==> src/rtl/fp_mult_pipe_driver.sv <==
// fp_mult_pipe_driver
// Sequencing front-end for a pipelined go/done fixed-point multiplier.
// It accepts one operand pair on a valid/ready stream and holds the operands
// and mult_go stable until mult_done. It then captures the product into a
// one-entry result register that has a valid/ready output. A HOLD state of at
// least one cycle, plus the IDLE accept cycle, keeps mult_go low for at least
// two cycles between operations.
//
// Optional feature: define FP_MULT_DRV_WATCHDOG_EN to build a watchdog on
// mult_done. If mult_done does not arrive within TIMEOUT ISSUE cycles, the
// watchdog emits an error result (res_err=1, res_data=0).
module fp_mult_pipe_driver #(
  parameter int WIDTH   = 4,
  parameter int TIMEOUT = 15
) (
  input  logic             clk,
  input  logic             reset,
  input  logic             in_valid,
  output logic             in_ready,
  input  logic [WIDTH-1:0] in_left,
  input  logic [WIDTH-1:0] in_right,
  output logic             mult_go,
  output logic [WIDTH-1:0] mult_left,
  output logic [WIDTH-1:0] mult_right,
  input  logic [WIDTH-1:0] mult_out,
  input  logic             mult_done,
  output logic             res_valid,
  input  logic             res_ready,
  output logic [WIDTH-1:0] res_data,
  output logic             res_err
);

  typedef enum logic [1:0] {
    S_IDLE,
    S_ISSUE,
    S_HOLD
  } state_e;

  // Reject an out-of-range watchdog limit at elaboration time.
  if ((TIMEOUT < 4) || (TIMEOUT > 255)) begin : g_timeout_range
    $error("fp_mult_pipe_driver: TIMEOUT must be in 4..255");
  end

  state_e           state_q;
  logic             in_ready_q;
  logic             mult_go_q;
  logic [WIDTH-1:0] left_q;
  logic [WIDTH-1:0] right_q;
  logic             res_valid_q;
  logic [WIDTH-1:0] res_data_q;
  logic             res_err_q;

  logic accept;
  logic timeout_hit;

  // in_ready_q is only ever set while in IDLE, so this is the full handshake.
  assign accept = (state_q == S_IDLE) && in_valid && in_ready_q;

`ifdef FP_MULT_DRV_WATCHDOG_EN
  localparam logic [7:0] WdLast = 8'(TIMEOUT - 1);

  logic [7:0] wd_cnt_q;

  // The counter counts the ISSUE cycles of the current operation.
  // It is cleared on the accept cycle.
  always_ff @(posedge clk) begin
    if (reset) begin
      wd_cnt_q <= '0;
    end else if (accept) begin
      wd_cnt_q <= '0;
    end else if (state_q == S_ISSUE) begin
      wd_cnt_q <= wd_cnt_q + 8'd1;
    end
  end

  // True in the TIMEOUT-th ISSUE cycle: the counter reaches TIMEOUT on this edge.
  assign timeout_hit = (wd_cnt_q == WdLast);
`else
  assign timeout_hit = 1'b0;
`endif

  // Control FSM. Every output is a register that the state transitions update.
  always_ff @(posedge clk) begin
    if (reset) begin
      // NOTE: state and outputs use non-blocking assignments, so every branch
      // below reads values from before the edge. This holds however the
      // statements are ordered.
      state_q     <= S_IDLE;
      in_ready_q  <= 1'b0;
      mult_go_q   <= 1'b0;
      left_q      <= '0;
      right_q     <= '0;
      res_valid_q <= 1'b0;
      res_data_q  <= '0;
      res_err_q   <= 1'b0;
    end else begin
      case (state_q)
        S_IDLE: begin
          in_ready_q <= 1'b1;
          if (accept) begin
            left_q     <= in_left;
            right_q    <= in_right;
            mult_go_q  <= 1'b1;
            in_ready_q <= 1'b0;
            state_q    <= S_ISSUE;
          end
        end

        S_ISSUE: begin
          // mult_done takes priority over a timeout in the same cycle.
          if (mult_done) begin
            res_data_q  <= mult_out;
            res_err_q   <= 1'b0;
            res_valid_q <= 1'b1;
            mult_go_q   <= 1'b0;
            left_q      <= '0;
            right_q     <= '0;
            state_q     <= S_HOLD;
          end else if (timeout_hit) begin
            res_data_q  <= '0;
            res_err_q   <= 1'b1;
            res_valid_q <= 1'b1;
            mult_go_q   <= 1'b0;
            left_q      <= '0;
            right_q     <= '0;
            state_q     <= S_HOLD;
          end
        end

        S_HOLD: begin
          if (res_ready) begin
            res_valid_q <= 1'b0;
            res_err_q   <= 1'b0;
            in_ready_q  <= 1'b1;
            state_q     <= S_IDLE;
          end
        end

        default: begin
          state_q     <= S_IDLE;
          in_ready_q  <= 1'b0;
          mult_go_q   <= 1'b0;
          left_q      <= '0;
          right_q     <= '0;
          res_valid_q <= 1'b0;
          res_err_q   <= 1'b0;
        end
      endcase
    end
  end

  assign in_ready   = in_ready_q;
  assign mult_go    = mult_go_q;
  assign mult_left  = left_q;
  assign mult_right = right_q;
  assign res_valid  = res_valid_q;
  assign res_data   = res_data_q;
  assign res_err    = res_err_q;

endmodule
==> config.mk <==
export PLATFORM = sky130hd
export DESIGN_NAME = fp_mult_pipe_driver
export DESIGN_NICKNAME = d
export VERILOG_FILES = /design/src/rtl/fp_mult_pipe_driver.sv
export SDC_FILE = /design/constraint.sdc
export NUM_CORES = 1
export LEC_CHECK = 0
export BUFFER_PORTS_ARGS = -buffer_cell sky130_fd_sc_hd__buf_4
export CAP_MARGIN = 20
export CORE_MARGIN = 5
export CORE_UTILIZATION = 38
export CTS_CLUSTER_DIAMETER = 80
export DETAILED_ROUTE_END_ITERATION = 6
export GPL_ROUTABILITY_DRIVEN = 0
export PLACE_DENSITY = 0.75
export SLEW_MARGIN = 20
export SYNTH_ARGS = -nofsm -noshare
export SYNTH_HDL_FRONTEND = slang
export SYNTH_SLANG_ARGS = --single-unit
==> constraint.sdc <==
create_clock -name clk -period 1.2 [get_ports clk]
set_input_delay 0.18 -clock clk [delete_from_list [all_inputs] [get_ports clk]]
set_output_delay 0.18 -clock clk [all_outputs]
set_load 0.01 [all_outputs]
==> impl_metrics.tcl, run 1 <==
set metrics [dict create \
    hpwl_mm 1.134 \
    post_drt_wl_per_cell_um 13.94 \
    wl_mm 1.575 \
    drt_iter0_drc 6 \
    die_w_um 51.62 \
    crit_fanout 7 \
    reg2reg_slack_ns -0.02 \
    fin_skew_ns 0.005102 \
    n_antenna_cell 0 \
    hp-class "in -> reg" \
    cp-end-kind "flip-flop" \
    clock_latency_ns 0.28 \
    p_leak_uw 0.0004778 \
    ys_ff_latch 17 \
    fin_ws_ns -0.02306 \
    dr.pass1.iters 4 \
    grt_pass1_wl_mm 2.421 \
    peakVddDrop_v 0.0007300 \
    reg2regPathDepth 4 \
    vias 553 \
    via_per_inst 4.894 \
    root_buffer "clkbuf_4" \
    dieHeight_um 51.62 \
    clockBufferDepth 2 \
    cts.reportedPaths.clkPinSlew_ns 0.10 \
    place_ws_ns -0.03008 \
    netlist_area_sq_um 658.1 \
    area_growth_pct 47.91 \
    violations "setup timing" \
    cts_tree "done" \
    timing.rr.end "mult_right[1]" \
    final-hold-violation-count 0 \
    ios 33 \
    initial_utilization 0.3896 \
    max_clock_freq_mhz 817.6 \
    maxCapViolations 0 \
    start_kind "flip-flop" \
    syn_area_per_cell_sq_um 11.55 \
    power_density_mw_per_mm2 1157 \
    ys_warn_count 0 \
    grt-ovfl-total 0 \
    layout-drive-gt1-share 0.4896 \
    grt_pass1_vias 529 \
    portBuffers 31 \
    antenna_left 0 \
    top_layer "met4" \
    cts.sinks 17 \
    num_rows 15 \
    yosysSeqAreaShare 0.5171 \
    met2_length_um 832 \
    setup.worst_path.start "state_q[0]" \
    syn-num-nets 74 \
    fin_crit_sh 1.019 \
    drv_slew 0 \
    grt_max_degree 11 \
    rsz0062_at_grt "yes" \
    setup_viol 8 \
    crit_end "mult_right[1]" \
    r2r_start "state_q[0]" \
    crit_arrival_ns 1.41 \
    finalCriticalPeriod_ns 1.223 \
    required_ns 1.38 \
    grt_antenna_before_repair 0 \
    synthDistinctLibCells 21 \
    track_usage 0.1242 \
    cts_buffers 3 \
    final_core_util 0.5763 \
    hold_depth 2 \
    crit_type "reg -> reg" \
    outcome "finished with violations" \
    core_sq_mm 0.001689 \
    met1Wirelength_um 664 \
    die_area_sq_mm 0.002664 \
    postSynthCellCount 57 \
    dr_wl_met3_um 61 \
    nets 114 \
    ctsHoldBuffers 0 \
    h-tree-depth 1 \
    drc 0 \
]
layout make-up:
| cell class | instances | area, sq um |
|---|---|---|
| Sequential cell | 17 | 345.3 |
| Inverter | 1 | 3.754 |
| Clock buffer | 4 | 26.28 |
| Tap cell | 17 | 21.27 |
| Timing Repair Buffer | 39 | 296.5 |
| Multi-Input combinational cell | 35 | 280.3 |
| Fill cell | 145 | 715.7 |
cell usage after synthesis:
library cell | instances | share of area
dfxtp_1 | 17 | 0.52
a22o_1 | 8 | 0.11
nor2_1 | 6 | 0.034
mux2i_1 | 4 | 0.061
a21oi_1 | 3 | 0.023
buf_6 | 2 | 0.034
nand3b_1 | 2 | 0.023
nor3_4 | 2 | 0.049
a2111oi_0 | 1 | 0.013
a21o_1 | 1 | 0.011
a2bb2oi_1 | 1 | 0.013
buf_4 | 1 | 0.011
clkbuf_1 | 1 | 0.0057
conb_1 | 1 | 0.0057
inv_1 | 1 | 0.0057
nand2_1 | 1 | 0.0057
nor3b_1 | 1 | 0.011
nor4bb_4 | 1 | 0.038
o21a_1 | 1 | 0.011
o21ai_0 | 1 | 0.0076
or2b_1 | 1 | 0.011
cell usage in the layout (no fill, tap or decap):
cell,Yosys,final
a2111oi_0,1,1
a21o_1,1,1
a21oi_1,3,3
a22o_1,8,8
a2bb2oi_1,1,1
buf_4,1,38
buf_6,2,1
clkbuf_1,1,1
clkbuf_4,0,3
conb_1,1,1
dfxtp_1,17,15
dfxtp_2,0,1
dfxtp_4,0,1
inv_1,1,1
mux2i_1,4,4
nand2_1,1,1
nand3b_1,2,2
nor2_1,6,6
nor3_4,2,2
nor3b_1,1,1
nor4bb_4,1,1
o21a_1,1,1
o21ai_0,1,1
or2b_1,1,1
how the worst min path moves through the flow:
stage	startpoint	end	slack (ns)
4_1_cts	in_left[1]	mult_left[1]	0.10
2_1_floorplan	in_left[0]	mult_left[0]	0.31
3_3_place_gp	in_left[1]	mult_left[1]	0.40
3_5_place_dp	in_right[0]	mult_right[0]	0.40
5_1_grt	in_right[1]	mult_right[1]	0.1
6_report	in_right[1]	mult_right[1]	0.11
registers in the layout (all words and copies together), names as in the netlist:
name,flops
mult_left,4
in_ready,1
mult_right,4
mult_go,1
res_data,4
state_q,2
res_valid,1
cell families (layout without fill, tap and decap cells):
family,count (synthesis),in the layout,synth area share
flops,17,17,0.5171
other cells,1,1,0.005698
buf+inv,5,44,0.05703
mux,4,4,0.06084
simple gates,14,14,0.1730
compound gates,16,16,0.1863
worst max-delay path, stage by stage (launching register included):
cell,delay [ns]
dfxtp_4,0.37
nor4bb_4,0.35
nor3_4,0.07
buf_6,0.14
a22o_1,0.18
per-stage QoR:
stage               std cells  hold slack [ns]  power [uW]  area, sq um  setup TNS [ns]
floorplan                  57           0.3130       725.3        658.1               0
global placement          102           0.3976       811.8        885.9               0
detailed placement        102           0.4048       817.4        885.9         -0.1669
CTS                       113           0.1002        1136        973.4       -0.006652
global route              113          0.09919        1180        973.4         -0.4477
finish                    113           0.1093        1126        973.4         -0.1112
per-layer routing:
metal | GRT usage | up-vias
met1 | 0.1537 | 258
met5 | 0 | -
met2 | 0.1970 | 9
met4 | 0.07860 | 0
met3 | 0.02292 | 2
li1 | - | 284
power breakdown:
part           internal, uW  switching (uW)  total [uW]
clock network           129             168         297
registers               594            23.1         617
logic                   127            84.4         211
total                   850             276        1130
repair_timing:
item | CTS | global route
setup endpoints to repair | 9 | 9
resized for setup | 4 | 0
buffers inserted | 7 | 0
pin swaps | 3 | 3
No activity file was read; power rests on OpenSTA's default activity.
==> inputs of run 2 (changes only) <==
- RECOVER_POWER: not set -> 100
==> run 2 against run 1 <==
  * The flow still finishes with violations (setup timing)
  * Critical path depth unchanged
  * First-iteration DRC count down 17%
  * Wire length down 0.32%
  * Non-clock buffer count unchanged
  * Largest cell class unchanged
  * Sequential power about the same
  * Hold slack better by 0.00075 ns
  * Clock-buffer cell count unchanged
  * Largest power group unchanged
  * Combinational power down 10%
  * Global-route usage unchanged
  * Register-to-register slack about the same
  * Final area down 5.8%
==> impl_metrics.tcl, run 2 (synthesis gave the netlist of run 1 again) <==
set metrics [dict create \
    clockBufferDepth 2 \
    drc 0 \
    num_rows 15 \
    multi_input_area_sq_um 280.3 \
    h-tree-depth 1 \
    max_stage_delay_ns 0.38 \
    grt_pass1_vias 529 \
    drt_iter0_drc 5 \
    fillers 164 \
    min_from "in_right[1]" \
    finalCriticalPeriod_ns 1.224 \
    area_growth_pct 39.35 \
    outcome "finished with violations" \
    required_ns 1.38 \
    dr.pass1.iters 4 \
    nets 114 \
    final_core_util 0.5430 \
    grt-ovfl-total 0 \
    crit_fanout 8 \
    whs_ns 0.1100 \
    grt_max_degree 11 \
    met3_usage 0.02292 \
    grt_antenna_before_repair 0 \
    portBuffers 31 \
    setup_viol 9 \
    busiest_layer "met2" \
    crit_type "reg -> reg" \
    grt_use_met2 0.1970 \
    clock_latency_ns 0.28 \
    cp-end-kind "flip-flop" \
    p_comb_frac 0.172 \
    cts.sinks 17 \
    p_switching_uw 274.3 \
    peakVddDrop_v 0.0007200 \
    grt_pass1_wl_mm 2.421 \
    seqCellArea_sq_um 345.3 \
    vias 554 \
    root_buffer "clkbuf_4" \
    via_per_inst 4.903 \
    fin_skew_ns 0.005968 \
    initial_utilization 0.3896 \
    fin_crit_sh 1.020 \
    rsz0062_at_grt "yes" \
    violations "setup timing" \
    power_frac_seq 0.559 \
    dieHeight_um 51.62 \
    crit_arrival_ns 1.41 \
    hp-class "in -> reg" \
    power_density_mw_per_mm2 1203 \
    wl_mm 1.570 \
    cts_tree "done" \
    post_drt_wl_per_cell_um 13.89 \
    n_antenna_cell 0 \
    critPathSlowestCell "dfxtp_2" \
    max_clock_freq_mhz 817.0 \
    antenna_left 0 \
    p_leak_uw 0.0004153 \
    core_sq_mm 0.001689 \
    final_common_cell "buf_4" \
    clockPowerShare 0.269 \
    drv_slew 0 \
    grt_use_met1 0.1537 \
    cts.reportedPaths.clkPinSlew_ns 0.10 \
    final-hold-violation-count 0 \
    maxCapViolations 0 \
    switching_share 0.2486 \
    start_kind "flip-flop" \
    fin_ws_ns -0.02400 \
    hpwl_mm 1.134 \
    die_area_sq_mm 0.002664 \
    ctsHoldBuffers 0 \
    cp_cell_sequence "nor4bb_4, nor3_4, buf_6, a22o_1" \
    r2r_start "state_q[1]" \
    track_usage 0.1242 \
    intPower_uw 829.1 \
    layout-drive-gt1-share 0.3333 \
    layout_common_cells "buf_4, clkbuf_1, dfxtp_1" \
    cts_buffers 3 \
    die_w_um 51.62 \
    ios 33 \
    setup.worst_path.start "state_q[1]" \
]
-- run 2: what timing repair did --
item	CTS	global route
hold endpoints to repair	0	0
cloned	0	0
buffers inserted	7	0
setup endpoints to repair	9	9
gates resized for setup	4	0
pin swaps	3	3
-- run 2: layer usage --
metal,share of wire,wire [um]
met1,0.42,667
met2,0.52,823
met3,0.039,62
met4,0.011,17
met5,0,0
-- run 2: final cells by class --
class	count	area share
flip-flops and latches	17	0.3765
clock buffers	4	0.02865
inverters	1	0.004093
repair buffers	39	0.2619
well taps	17	0.02319
multi-input cells	35	0.3056
-- run 2: power by group through the flow --
| stage | clock, uW | sequential, uW | combinational (uW) |
|---|---|---|---|
| 6_report | 297 | 617 | 190 |
| 5_1_grt | 332 | 620 | 206 |
| 4_1_cts | 307 | 617 | 212 |
| 3_5_place_dp | 0 | 632 | 185 |
| 3_3_place_gp | 0 | 631 | 181 |
| 2_1_floorplan | 0 | 636 | 88.9 |
-- run 2: final timing paths --
check / endpoint / cells past startpoint / slack (ns)
max: mult_right[1] / 4 / -0.02
max reg2reg: mult_right[1] / 4 / -0.02
min: mult_right[1] / 2 / 0.11
min reg2reg: mult_go / 1 / 0.48
-- run 2: worst max-delay path, delay by kind of cell (launching register included) --
kind | cells | cell delay (ns)
and+or+nand+nor | 2 | 0.42
DFF | 1 | 0.38
AOI/OAI and AO/OA | 1 | 0.18
buffers and inverters | 1 | 0.14
-- run 2: per-stage QoR --
| step | total power, uW | worst slack (ns) | setup TNS [ns] | cell area, sq um | std cells |
|---|---|---|---|---|---|
| 5_1_grt | 1159 | -0.06002 | -0.4477 | 917.1 | 113 |
| 3_5_place_dp | 817.4 | -0.03008 | -0.1669 | 885.9 | 102 |
| 2_1_floorplan | 725.3 | 0.05622 | 0 | 658.1 | 57 |
| 6_report | 1103 | -0.02400 | -0.1262 | 917.1 | 113 |
| 3_3_place_gp | 811.8 | 0.02907 | 0 | 885.9 | 102 |
| 4_1_cts | 1136 | -0.006352 | -0.006652 | 973.4 | 113 |
